===== src/rtl/decoder_scan_n.sv =====
// Registered N-to-OUTS decoder with 74LS138-style enable gating, active-low
// select outputs, and an autonomous prescaled scan mode for multiplexed drivers.
module decoder_scan_n #(
    parameter int N    = 3,
    parameter int OUTS = 2**N,
    parameter int DIV  = 4
) (
    input  logic            clk,
    input  logic            rst,
    input  logic [N-1:0]    A,
    input  logic            G1,
    input  logic            G2_n,
    input  logic            G3_n,
    input  logic            mode,
    input  logic            hold,
    output logic [OUTS-1:0] Y,
    output logic [N-1:0]    idx,
    output logic            wrap
);

    localparam int PW = (DIV > 1) ? $clog2(DIV) : 1;

    typedef enum logic {
        ST_DIRECT = 1'b0,
        ST_SCAN   = 1'b1
    } state_t;

    state_t          r_state;
    state_t          w_state_nxt;
    logic [N-1:0]    r_idx;
    logic [N-1:0]    w_idx_nxt;
    logic [PW-1:0]   r_presc;
    logic [PW-1:0]   w_presc_nxt;
    logic [OUTS-1:0] r_y;
    logic [OUTS-1:0] w_y_nxt;
    logic            r_wrap;
    logic            w_wrap_nxt;
    logic            w_en;
    logic            w_step;
    logic            w_a_ok;
    logic            w_presc_end;
    logic            w_idx_last;

    // Active-low one-hot select; indices at or above OUTS decode to all ones.
    function automatic logic [OUTS-1:0] decode(input logic [N-1:0] sel, input logic en);
        logic [OUTS-1:0] y;
        y = '1;
        for (int k = 0; k < OUTS; k++) begin
            if (en && (int'(sel) == k)) begin
                y[k] = 1'b0;
            end
        end
        return y;
    endfunction

    assign w_en        = G1 & ~G2_n & ~G3_n;
    assign w_step      = w_en & ~hold;
    assign w_a_ok      = (int'(A) < OUTS);
    assign w_presc_end = (int'(r_presc) == DIV - 1);
    assign w_idx_last  = (int'(r_idx) == OUTS - 1);

    always_comb begin
        w_state_nxt = mode ? ST_SCAN : ST_DIRECT;
        w_idx_nxt   = r_idx;
        w_presc_nxt = r_presc;
        w_wrap_nxt  = 1'b0;

        if (!mode) begin
            w_idx_nxt   = A;
            w_presc_nxt = '0;
        end else if (r_state == ST_DIRECT) begin
            // Scan entry: an out-of-range start index falls back to 0.
            w_idx_nxt   = w_a_ok ? A : '0;
            w_presc_nxt = '0;
        end else if (w_step) begin
            if (w_presc_end) begin
                w_presc_nxt = '0;
                if (w_idx_last) begin
                    w_idx_nxt  = '0;
                    w_wrap_nxt = 1'b1;
                end else begin
                    w_idx_nxt = r_idx + 1'b1;
                end
            end else begin
                w_presc_nxt = r_presc + 1'b1;
            end
        end

        w_y_nxt = decode(w_idx_nxt, w_en);
    end

    always_ff @(posedge clk or posedge rst) begin
        if (rst) begin
            r_state <= ST_DIRECT;
            r_idx   <= '0;
            r_presc <= '0;
            r_y     <= '1;
            r_wrap  <= 1'b0;
        end else begin
            r_state <= w_state_nxt;
            r_idx   <= w_idx_nxt;
            r_presc <= w_presc_nxt;
            r_y     <= w_y_nxt;
            r_wrap  <= w_wrap_nxt;
        end
    end

    assign Y    = r_y;
    assign idx  = r_idx;
    assign wrap = r_wrap;

endmodule


===== config.mk =====
export PLATFORM = sky130hd
export DESIGN_NAME = decoder_scan_n
export DESIGN_NICKNAME = d
export VERILOG_FILES = /design/src/rtl/decoder_scan_n.sv
export SDC_FILE = /design/constraint.sdc
export NUM_CORES = 1
export LEC_CHECK = 0
export CORE_UTILIZATION = 43
export DETAILED_ROUTE_END_ITERATION = 8
export PLACE_DENSITY = 0.73
export SYNTH_ARGS = -nofsm -noshare
export SYNTH_HDL_FRONTEND = slang
export SYNTH_SLANG_ARGS = --single-unit
export TNS_END_PERCENT = 50

===== constraint.sdc =====
create_clock -name clk -period 2.2 [get_ports clk]
set_input_delay 0.44 -clock clk [delete_from_list [all_inputs] [get_ports clk]]
set_output_delay 0.44 -clock clk [all_outputs]
set_load 0.02 [all_outputs]

==> key figures, run 1 <==
Logic synthesis
  • Cells after Synth: 59
  • Ys Warns: 0
  • Yosys cell types: 28
  • Main combinational cell family by area after synthesis: simple AND/OR/NAND/NOR gates
  • Multiplexer area fraction after synthesis: 0.0148
  • Synth cell count leaders: dfstp_2, nand3_1, dfrtp_1
  • Area contributors post-synth: dfstp_2, dfrtp_1, nand3_1
  • XOR/XNOR Fraction of Synth Area: 0.0129
  • Synth Area in Adders: 0.0554
  • Simple-gate portion of the synthesized area: 0.183
  • Post-Syn Area: 678 sq um
  • Flops & latches, synth: 15
  • Ys async rst share: 1.00
  • Number of synthesized flops with an enable pin: 0
  • Syn avg cell area: 11.5 sq um
  • Compound-Gate Fraction of Synth Area: 0.114
  • Synth Net Count: 72
  • Cell taking the most area after synthesis: dfstp_2
  • Sequential share of the synthesized area: 0.568
  • Top_reg_cell synth: dfstp_2
  • Yosys top cell area share: 0.310

Route
  • DRC: 0
  • WL/cell: 13.1 um
  • Vias after detailed routing: 519
  • Routed Antenna Nets: 0
  • Iteration-0 DRC Markers: 6
  • WL final: 1.28 mm
  • DRT Pass-1 Iters: 4
  • Routed vias/inst: 5.30

Timing
  • Worst Tran Pin Value: 569 ps
  • Final period util: 0.895
  • Endpoints failing setup: 0
  • Slew Limit Headroom: 0.620
  • Setup Skew: 1.10 ps
  • Hold Violations, Final: 0
  • Period minus WS final: 1970 ps
  • Final Max Slew Viols: 0
  • Final hold slack: 507 ps
  • Max frequency: 508 MHz
  • RSZ-0062 raised after global routing: no

Clock network
  • Cts repair resizes: 0
  • Worst skew pair latency: 280 ps
  • Clk sink count: 15
  • CTS Hold Bufs: 0
  • Reg clk slew, reported paths: 90 ps
  • Root buf cell: clkbuf_4
  • Longest Clk Path Bufs: 2
  • H-tree depth: 1
  • Post-CTS Setup Bufs: 0
  • TritonCTS Buffers: 3
  • CTS tree: built

Die
  • Core footprint: 1380 sq um
  • Die Y: 41.7 um
  • # rows: 13
  • Die W: 41.7 um
  • Area of the die: 1740 sq um
  • Top Ports: 22
  • Starting Density: 0.490

Cells and area
  • Ant diodes: 0
  • Fill count: 124
  • Final core utilization: 0.671
  • Layout area overhead: 36.7%
  • Cell Count, Final, Fillers Out: 98
  • Layout cell share with drive strength beyond 1: 0.241
  • Nets: 97

Power and ir drop
  • Pwr/cell area: 578 nW/um^2
  • Pleak: 0.388 nW
  • VDD IR-drop max: 0.418 mV

Critical path
  • Crit path max fanout: 5
  • Crit-path cells: clkdlybuf4s50_1, or3b_1, or4_4, a31o_4, clkinv_4, nand3_1
  • Largest stage delay on the critical path: 500 ps
  • CP Launch Type: primary input
  • Crit path required time: 2400 ps
  • CP max stage cell: or4_4
  • Setup CP Type: in2reg
  • CP arrival: 2170 ps
  • Crit path capture type: register

Run
  • Max Cap Viol: 0

Global routing
  • Total track usage: 0.182
  • First-pass GRT wire length: 2.36 mm
  • Largest net degree at the start of global routing: 16
  • Initial antenna violation count: 0
  • Vias in the first global route: 544
  • GRT overflow: 0

Place
  • GP Congestion: 0.713
  • DP Cell Count: 94
  • HPWL after DPL: 973 um
  • PortBufs: 21

Hold path
  • Worst Hold Class: in2async

Status
  • Status: finished clean
[where the power goes]
| part | total (W) | leakage (nW) | switching, W | internal, W |
|---|---|---|---|---|
| sequential | 0.000291 | 0.172 | 0.00000593 | 0.000285 |
| clock | 0.000159 | 0.0177 | 0.0000914 | 0.0000674 |
| combinational | 0.0000860 | 0.198 | 0.0000440 | 0.0000420 |
[critical path: cells and delay by family]
family / cells / cell delay, ps
buffers and inverters: 2 / 500
AND/OR/NAND/NOR: 3 / 960
AO/OA/AOI/OAI: 1 / 270
[flip-flops by register name, summed over array words and instances (netlist names)]
name     cells
r_state      1
wrap         1
r_presc      2
Y            8
idx          3
[metal layers]
metal | GRT usage | wire length (um)
met3 | 0.0304 | 62
met5 | 0 | 0
met1 | 0.229 | 566
met2 | 0.297 | 639
met4 | 0.0968 | 12
[placed cells by master (no fill, tap or decap), types with 2 or more instances in the layout]
cell type	instances
dfstp_2	8
clkbuf_4	3
clkdlybuf4s50_1	21
nor2_1	6
ha_1	3
nand2_1	2
dfrtp_1	7
nand3_1	8
a21oi_1	2
inv_1	2
o21ai_0	2
[layout make-up]
class | count | area [sq um] | area share
flip-flops and latches | 15 | 385 | 0.416
multi-input cells | 38 | 258 | 0.278
repair buffers | 22 | 218 | 0.235
clock buffers | 3 | 22.5 | 0.0243
inverters | 4 | 20.0 | 0.0216
well taps | 15 | 18.8 | 0.0202
clock inverters | 1 | 5.00 | 0.00540
[through the flow]
stage	total power, W	cell area (sq um)	worst slack [ps]	setup TNS [ps]
after floorplan	0.000343	678	320	0
after global placement	0.000379	900	-13.3	-28.0
after detailed placement	0.000382	900	-82.6	-349
after CTS	0.000541	927	228	0
after global routing	0.000562	927	173	0
final	0.000536	927	231	0
[cells by family after synthesis]
group | Yosys count
muxes | 1
and+or+nand+nor | 23
AOI/OAI and AO/OA | 10
buffers and inverters | 6
DFF | 15
adders and majority gates | 3
xor gates and xnor gates | 1
[worst paths after layout]
path | end | slack (ps) | cells past startpoint | from
setup / recovery | Y[7] | 230 | 6 | G1
hold reg to reg | r_presc[1] | 560 | 2 | r_presc[1]
setup reg to reg | Y[7] | 370 | 6 | idx[0]
max in group asynchronous | Y[6] | 1320 | 2 | rst
min in group clk | r_presc[1] | 560 | 2 | r_presc[1]
hold / removal | idx[2] | 510 | 2 | rst
(Power assumes the default switching activity.)
==> inputs of run 2 (changes only) <==
--- a/config.mk
+++ b/config.mk
@@ -5,9 +5,9 @@
 export SDC_FILE = /design/constraint.sdc
 export NUM_CORES = 1
 export LEC_CHECK = 0
-export CORE_UTILIZATION = 43
+export CORE_UTILIZATION = 47
 export DETAILED_ROUTE_END_ITERATION = 8
-export PLACE_DENSITY = 0.73
+export PLACE_DENSITY = 0.79
 export SYNTH_ARGS = -nofsm -noshare
 export SYNTH_HDL_FRONTEND = slang
 export SYNTH_SLANG_ARGS = --single-unit
==> constraint.sdc (replaced) <==
create_clock -name clk -period 2.28 [get_ports clk]
set_input_delay 0.456 -clock clk [delete_from_list [all_inputs] [get_ports clk]]
set_output_delay 0.456 -clock clk [all_outputs]
set_load 0.02 [all_outputs]
==> run 2 against run 1 <==
Compared with the run above:
- utilization increased by 3.2 points
- total power decreased by 3.8%
- clock power decreased by 4%
- cell area decreased by 0.13%
- first-iteration DRC count decreased by 83%
- global-route usage increased by 2.7 points
- combinational power decreased by 5.0%
- sequential cell count unchanged
- clock-buffer cell count increased by 1
- critical path type unchanged
- critical endpoint is now Y[5]
- largest power group unchanged
==> key figures, run 2 (same netlist as run 1, synthesis figures left out) <==
Status
  • Status: finished clean

Critical path
  • Crit path max fanout: 5 (unchanged)
  • CP arrival: 2140 ps (-30 ps)
  • Setup CP Type: in2reg
  • Crit path buf inv count: 2 (unchanged)
  • Crit path capture type: register
  • Largest stage delay on the critical path: 480 ps (-20 ps)
  • Delay-heaviest family, CP: simple AND/OR/NAND/NOR gates
  • Worst reg-to-reg path cell count: 6 (unchanged)
  • R2r setup slk: 450 ps (+80 ps)
  • CP Launch Type: primary input
  • Crit path required time: 2480 ps (+80 ps)
  • Critical Path Start: G1
  • Crit Reg-Reg Endpoint: Y[5]
  • R2R Path Start: idx[0]
  • CP max stage cell: or4_4
  • Crit-path cells: clkdlybuf4s50_1, or3b_1, or4_4, a31o_4, clkinv_4, nand3_1

Die
  • Die Y: 40.0 um (-4.1%)
  • Starting Density: 0.515 (+0.0242)
  • Area of the die: 1600 sq um (-8.1%)
  • Core footprint: 1320 sq um (-4.7%)
  • # rows: 13 (unchanged)
  • Die W: 40.0 um (-4.1%)
  • Top Ports: 22 (unchanged)

Route
  • Routed vias/inst: 5.02 (-5.2%)
  • Iteration-0 DRC Markers: 1 (-5)
  • Met1 wire length: 586 um (+3.5%)
  • Metal3 WL: 61 um (-1.6%)
  • Vias after detailed routing: 492 (-5.2%)
  • Highest routed layer: met4
  • DRT Pass-1 Iters: 3 (-1)
  • DRC: 0 (unchanged)
  • WL final: 1.24 mm (-3.5%)
  • Routed Antenna Nets: 0 (unchanged)
  • Routed length on met2: 549 um (-14%)
  • WL/cell: 12.6 um (-3.5%)

Clock network
  • TritonCTS Buffers: 3 (unchanged)
  • Longest Clk Path Bufs: 2 (unchanged)
  • Reg clk slew, reported paths: 90 ps (about the same)
  • CTS tree: built
  • Clk sink count: 15 (unchanged)
  • Root buf cell: clkbuf_4
  • Post-CTS Setup Bufs: 0 (unchanged)
  • H-tree depth: 1 (unchanged)
  • Cts repair resizes: 0 (unchanged)
  • CTS Hold Bufs: 0 (unchanged)
  • Worst skew pair latency: 290 ps (about the same)

Power and ir drop
  • Pwr/cell area: 557 nW/um^2 (-3.7%)
  • Pleak: 0.385 nW (-0.70%)
  • Final Power: 0.000516 W (-3.8%)
  • VDD IR-drop max: 0.420 mV (+0.58%)

Cells and area
  • Nets: 97 (unchanged)
  • Ant diodes: 0 (unchanged)
  • Most common cell after layout, fill and taps aside: clkdlybuf4s50_1
  • Layout cell share with drive strength beyond 1: 0.229 (-0.0120)
  • Cell Count, Final, Fillers Out: 98 (unchanged)
  • Most frequent cells in the layout: clkdlybuf4s50_1, dfstp_2, nand3_1, dfrtp_1, nor2_1
  • Final core utilization: 0.703 (+0.0322)
  • Max reg flops: 8 (unchanged)
  • Layout area overhead: 36.5%

Timing
  • Setup Skew: 3.60 ps (+2.50 ps)
  • Final Max Slew Viols: 0 (unchanged)
  • Slew Limit Headroom: 0.641 (+0.0206)
  • Worst Tran Pin Value: 538 ps (-30.9 ps)
  • Max frequency: 517 MHz
  • Sum Neg Setup Slack: 0 ps (unchanged)
  • Endpoints failing setup: 0 (unchanged)
  • RSZ-0062 raised after global routing: no
  • Final period util: 0.848
  • Period minus WS final: 1930 ps
  • Hold Violations, Final: 0 (unchanged)
  • Final setup margin: 346 ps (+115 ps)

Global routing
  • Initial antenna violation count: 0 (unchanged)
  • Largest net degree at the start of global routing: 16 (unchanged)
  • Vias in the first global route: 462 (-15%)
  • First-pass GRT wire length: 2.04 mm (-13%)
  • GRT overflow: 0 (unchanged)
  • Total track usage: 0.208 (+0.0269)

Run
  • Max Cap Viol: 0 (unchanged)

Place
  • HPWL after DPL: 978 um (+0.51%)
  • DP Cell Count: 94 (unchanged)
  • GP Congestion: 0.758 (+6.4%)
  • PortBufs: 21 (unchanged)
  • Place WS: 41.6 ps (+124 ps)

Hold path
  • Worst Hold Class: in2async
==> run 2: worst max path at each step <==
stage          endpoint  slack, ps  cells past startpoint
6_report           Y[5]        350                      6
5_1_grt            Y[7]        260                      7
4_1_cts            Y[5]        350                      6
3_5_place_dp       Y[5]         40                      6
3_3_place_gp       Y[1]         50                      6
2_1_floorplan      Y[5]        380                      6
==> run 2: per-stage QoR <==
step | hold WS (ps) | area, sq um
floorplan | 352 | 678
global placement | 536 | 900
detailed placement | 552 | 900
CTS | 539 | 926
global route | 595 | 926
finish | 514 | 926
==> run 2: routing by layer <==
| metal | vias to the layer above | track usage |
|---|---|---|
| met2 | 17 | 0.310 |
| li1 | 253 | - |
| met1 | 218 | 0.260 |
| met5 | - | 0 |
| met4 | 0 | 0.181 |
| met3 | 4 | 0.0333 |
==> run 2: worst register-to-register path, delay by kind of cell (launching register included) <==
kind / cells / cell delay, ps
flip-flops: 1 / 420
AND/OR/NAND/NOR: 2 / 590
AO/OA/AOI/OAI: 1 / 270
buffers and inverters: 1 / 60
adder cells (fa/ha/maj): 2 / 420
==> run 2: final cells by class <==
| class | count | area [sq um] |
|---|---|---|
| well taps | 15 | 18.8 |
| fillers | 96 | 392 |
| flip-flops and latches | 15 | 385 |
| clock buffers | 4 | 26.3 |
| repair buffers | 22 | 218 |
| multi-input cells | 38 | 258 |
| inverters | 4 | 20.0 |
==> run 2: where the power goes <==
part / switching, W / internal [W]
sequential: 0.00000581 / 0.000275
combinational: 0.0000412 / 0.0000405
clock: 0.0000849 / 0.0000681
==> edit: new RTL, config.mk and constraints of run 1 <==
Add an input register stage for `A`, `G1`, `G2_n`, `G3_n`, `mode` and `hold`; this delays them by one clock.
--- a/src/rtl/decoder_scan_n.sv
+++ b/src/rtl/decoder_scan_n.sv
@@ -24,6 +24,22 @@
         ST_DIRECT = 1'b0,
         ST_SCAN   = 1'b1
     } state_t;
+
+    logic [N-1:0] A_q;
+    logic G1_q;
+    logic G2_n_q;
+    logic G3_n_q;
+    logic mode_q;
+    logic hold_q;
+
+    always_ff @(posedge clk) begin
+        A_q    <= A;
+        G1_q   <= G1;
+        G2_n_q <= G2_n;
+        G3_n_q <= G3_n;
+        mode_q <= mode;
+        hold_q <= hold;
+    end
 
     state_t          r_state;
     state_t          w_state_nxt;
@@ -53,24 +69,24 @@
         return y;
     endfunction
 
-    assign w_en        = G1 & ~G2_n & ~G3_n;
-    assign w_step      = w_en & ~hold;
-    assign w_a_ok      = (int'(A) < OUTS);
+    assign w_en        = G1_q & ~G2_n_q & ~G3_n_q;
+    assign w_step      = w_en & ~hold_q;
+    assign w_a_ok      = (int'(A_q) < OUTS);
     assign w_presc_end = (int'(r_presc) == DIV - 1);
     assign w_idx_last  = (int'(r_idx) == OUTS - 1);
 
     always_comb begin
-        w_state_nxt = mode ? ST_SCAN : ST_DIRECT;
+        w_state_nxt = mode_q ? ST_SCAN : ST_DIRECT;
         w_idx_nxt   = r_idx;
         w_presc_nxt = r_presc;
         w_wrap_nxt  = 1'b0;
 
-        if (!mode) begin
-            w_idx_nxt   = A;
+        if (!mode_q) begin
+            w_idx_nxt   = A_q;
             w_presc_nxt = '0;
         end else if (r_state == ST_DIRECT) begin
             // Scan entry: an out-of-range start index falls back to 0.
-            w_idx_nxt   = w_a_ok ? A : '0;
+            w_idx_nxt   = w_a_ok ? A_q : '0;
             w_presc_nxt = '0;
         end else if (w_step) begin
             if (w_presc_end) begin
Formal check against the unedited RTL: not equivalent (Yosys sat finds a counterexample within 4 cycles, from zero or initial values and one cycle with rst high).
==> edit against run 1 <==
- first-iteration DRC count up 67%
- die area up 22%
- synthesized area up 24%
- final area up 18%
- sequential cell count up 8
- sequential power up 53%
- power up 33%
- setup slack better by 0.099 ns
- critical path depth down 5
- final cell count up 17%
- critical endpoint is now Y[7]
- wire length down 5.3%
- count of clock-buffer cells in the layout up 1
==> edit: results (changes against run 1) <==
drt:
  route.met3.wl_um: 41  # was 62 um
  wl_met2_um: 578  # was 639 um
  wire_per_inst_um: 10.6  # was 13.1 um
synthesis:
  ys_types: 29  # was 28
  synth_xor_area_share_pct: 1.04  # was 1.29%
  synth_ff_type: "dfxtp_1"  # was dfstp_2
  avgSynthCellArea_um2: 12.5  # was 11.5 um2
  synth.area.top_cells: "dfstp_2 (25%), dfrtp_1 (21%), dfxtp_1 (19%)"  # was dfstp_2 (31%), dfrtp_1 (26%), nand3_1 (5.9%)
  ys_async_sr_fraction_pct: 65.2  # was 100%
  synthMuxAreaShare_pct: 1.19  # was 1.48%
  syn-num-nets: 80  # was 72
  yosys.area_share.adder_pct: 4.48  # was 5.54%
  synth_common_cells: "dfstp_2 (8), dfxtp_1 (8), nand3_1 (8)"  # was dfstp_2 (8), nand3_1 (8), dfrtp_1 (7)
  synth_compound_area_share_pct: 9.25  # was 11.4%
sta:
  fmax_mhz: 535  # was 508 MHz
  slew_headroom_pct: 64.6  # was 62.0%
  finClkSkew_ns: 0.000873  # was 0.00110 ns
  timing.hold.ws_ns: 0.366  # was 0.507 ns
setup_path:
  cpMaxStageDelayCell: "clkdlybuf4s50_1"  # was or4_4
  cpPeakStageDelay_ns: 0.59  # was 0.50 ns
  critPathMaxFanout: 1  # was 5
  critPathTopFamily: "buffers and inverters"  # was simple AND/OR/NAND/NOR gates
  crit_path_start: "Y[7]$_DFF_PP1_"  # was G1
  r2r_slack_ns: 0.38
global_routing:
  grt_usage_pct: 14.5  # was 18.2%
  grt_pass1_vias: 509  # was 544
  grt_pass1_wl_um: 2090  # was 2360 um
  use_met3_pct: 2.35  # was 3.04%
  met1_usage_pct: 17.8  # was 22.9%
clocking:
  clk_pin_slew_ns: 0.11  # was 0.09 ns
  clkLatencyLatePin_ns: 0.30  # was 0.28 ns
placed_design:
  post-place-ws_ns: 0.399  # was -0.0826 ns
  hpwlAfterDp_um: 920  # was 973 um
  routabilityCongestion: 0.736  # was 0.713
pwr:
  p_leak_nw: 0.448  # was 0.388 nW
run_status:
  status: "complete, no violations"  # unchanged
cells_and_area:
  largest_reg_flops: 8  # unchanged
  nNetsFinal: 104  # was 97
  layout-drive-gt1-share_pct: 20.0  # was 24.1%
worst_hold_path:
  hold_class: "reg -> reg"  # was in -> async
[edit: cell types whose count changed after synthesis]
cell	run 1	this run
dfxtp_1	0	8
[edit: power breakdown]
group	total (mW)	switching, mW	internal, mW	leakage (nW)
clock network	0.185	0.115	0.0707	0.0150
registers	0.446	0.00819	0.438	0.239
logic	0.0821	0.0413	0.0409	0.194
[edit: kinds of logic (layout without fill, tap and decap cells)]
family,Yosys count,after routing
AO/OA/AOI/OAI,10,10
XOR/XNOR,1,1
adder cells (fa/ha/maj),3,3
buffers and inverters,6,29
flip-flops,23,23
multiplexers,1,1
AND/OR/NAND/NOR,23,23
[edit: layout make-up]
class | count | area, um2
clock buffer | 4 | 26.3
fill | 136 | 692
inverter | 4 | 20.0
multi-input combinational | 38 | 258
sequential | 23 | 546
tap | 25 | 31.3
timing repair buffer | 21 | 210
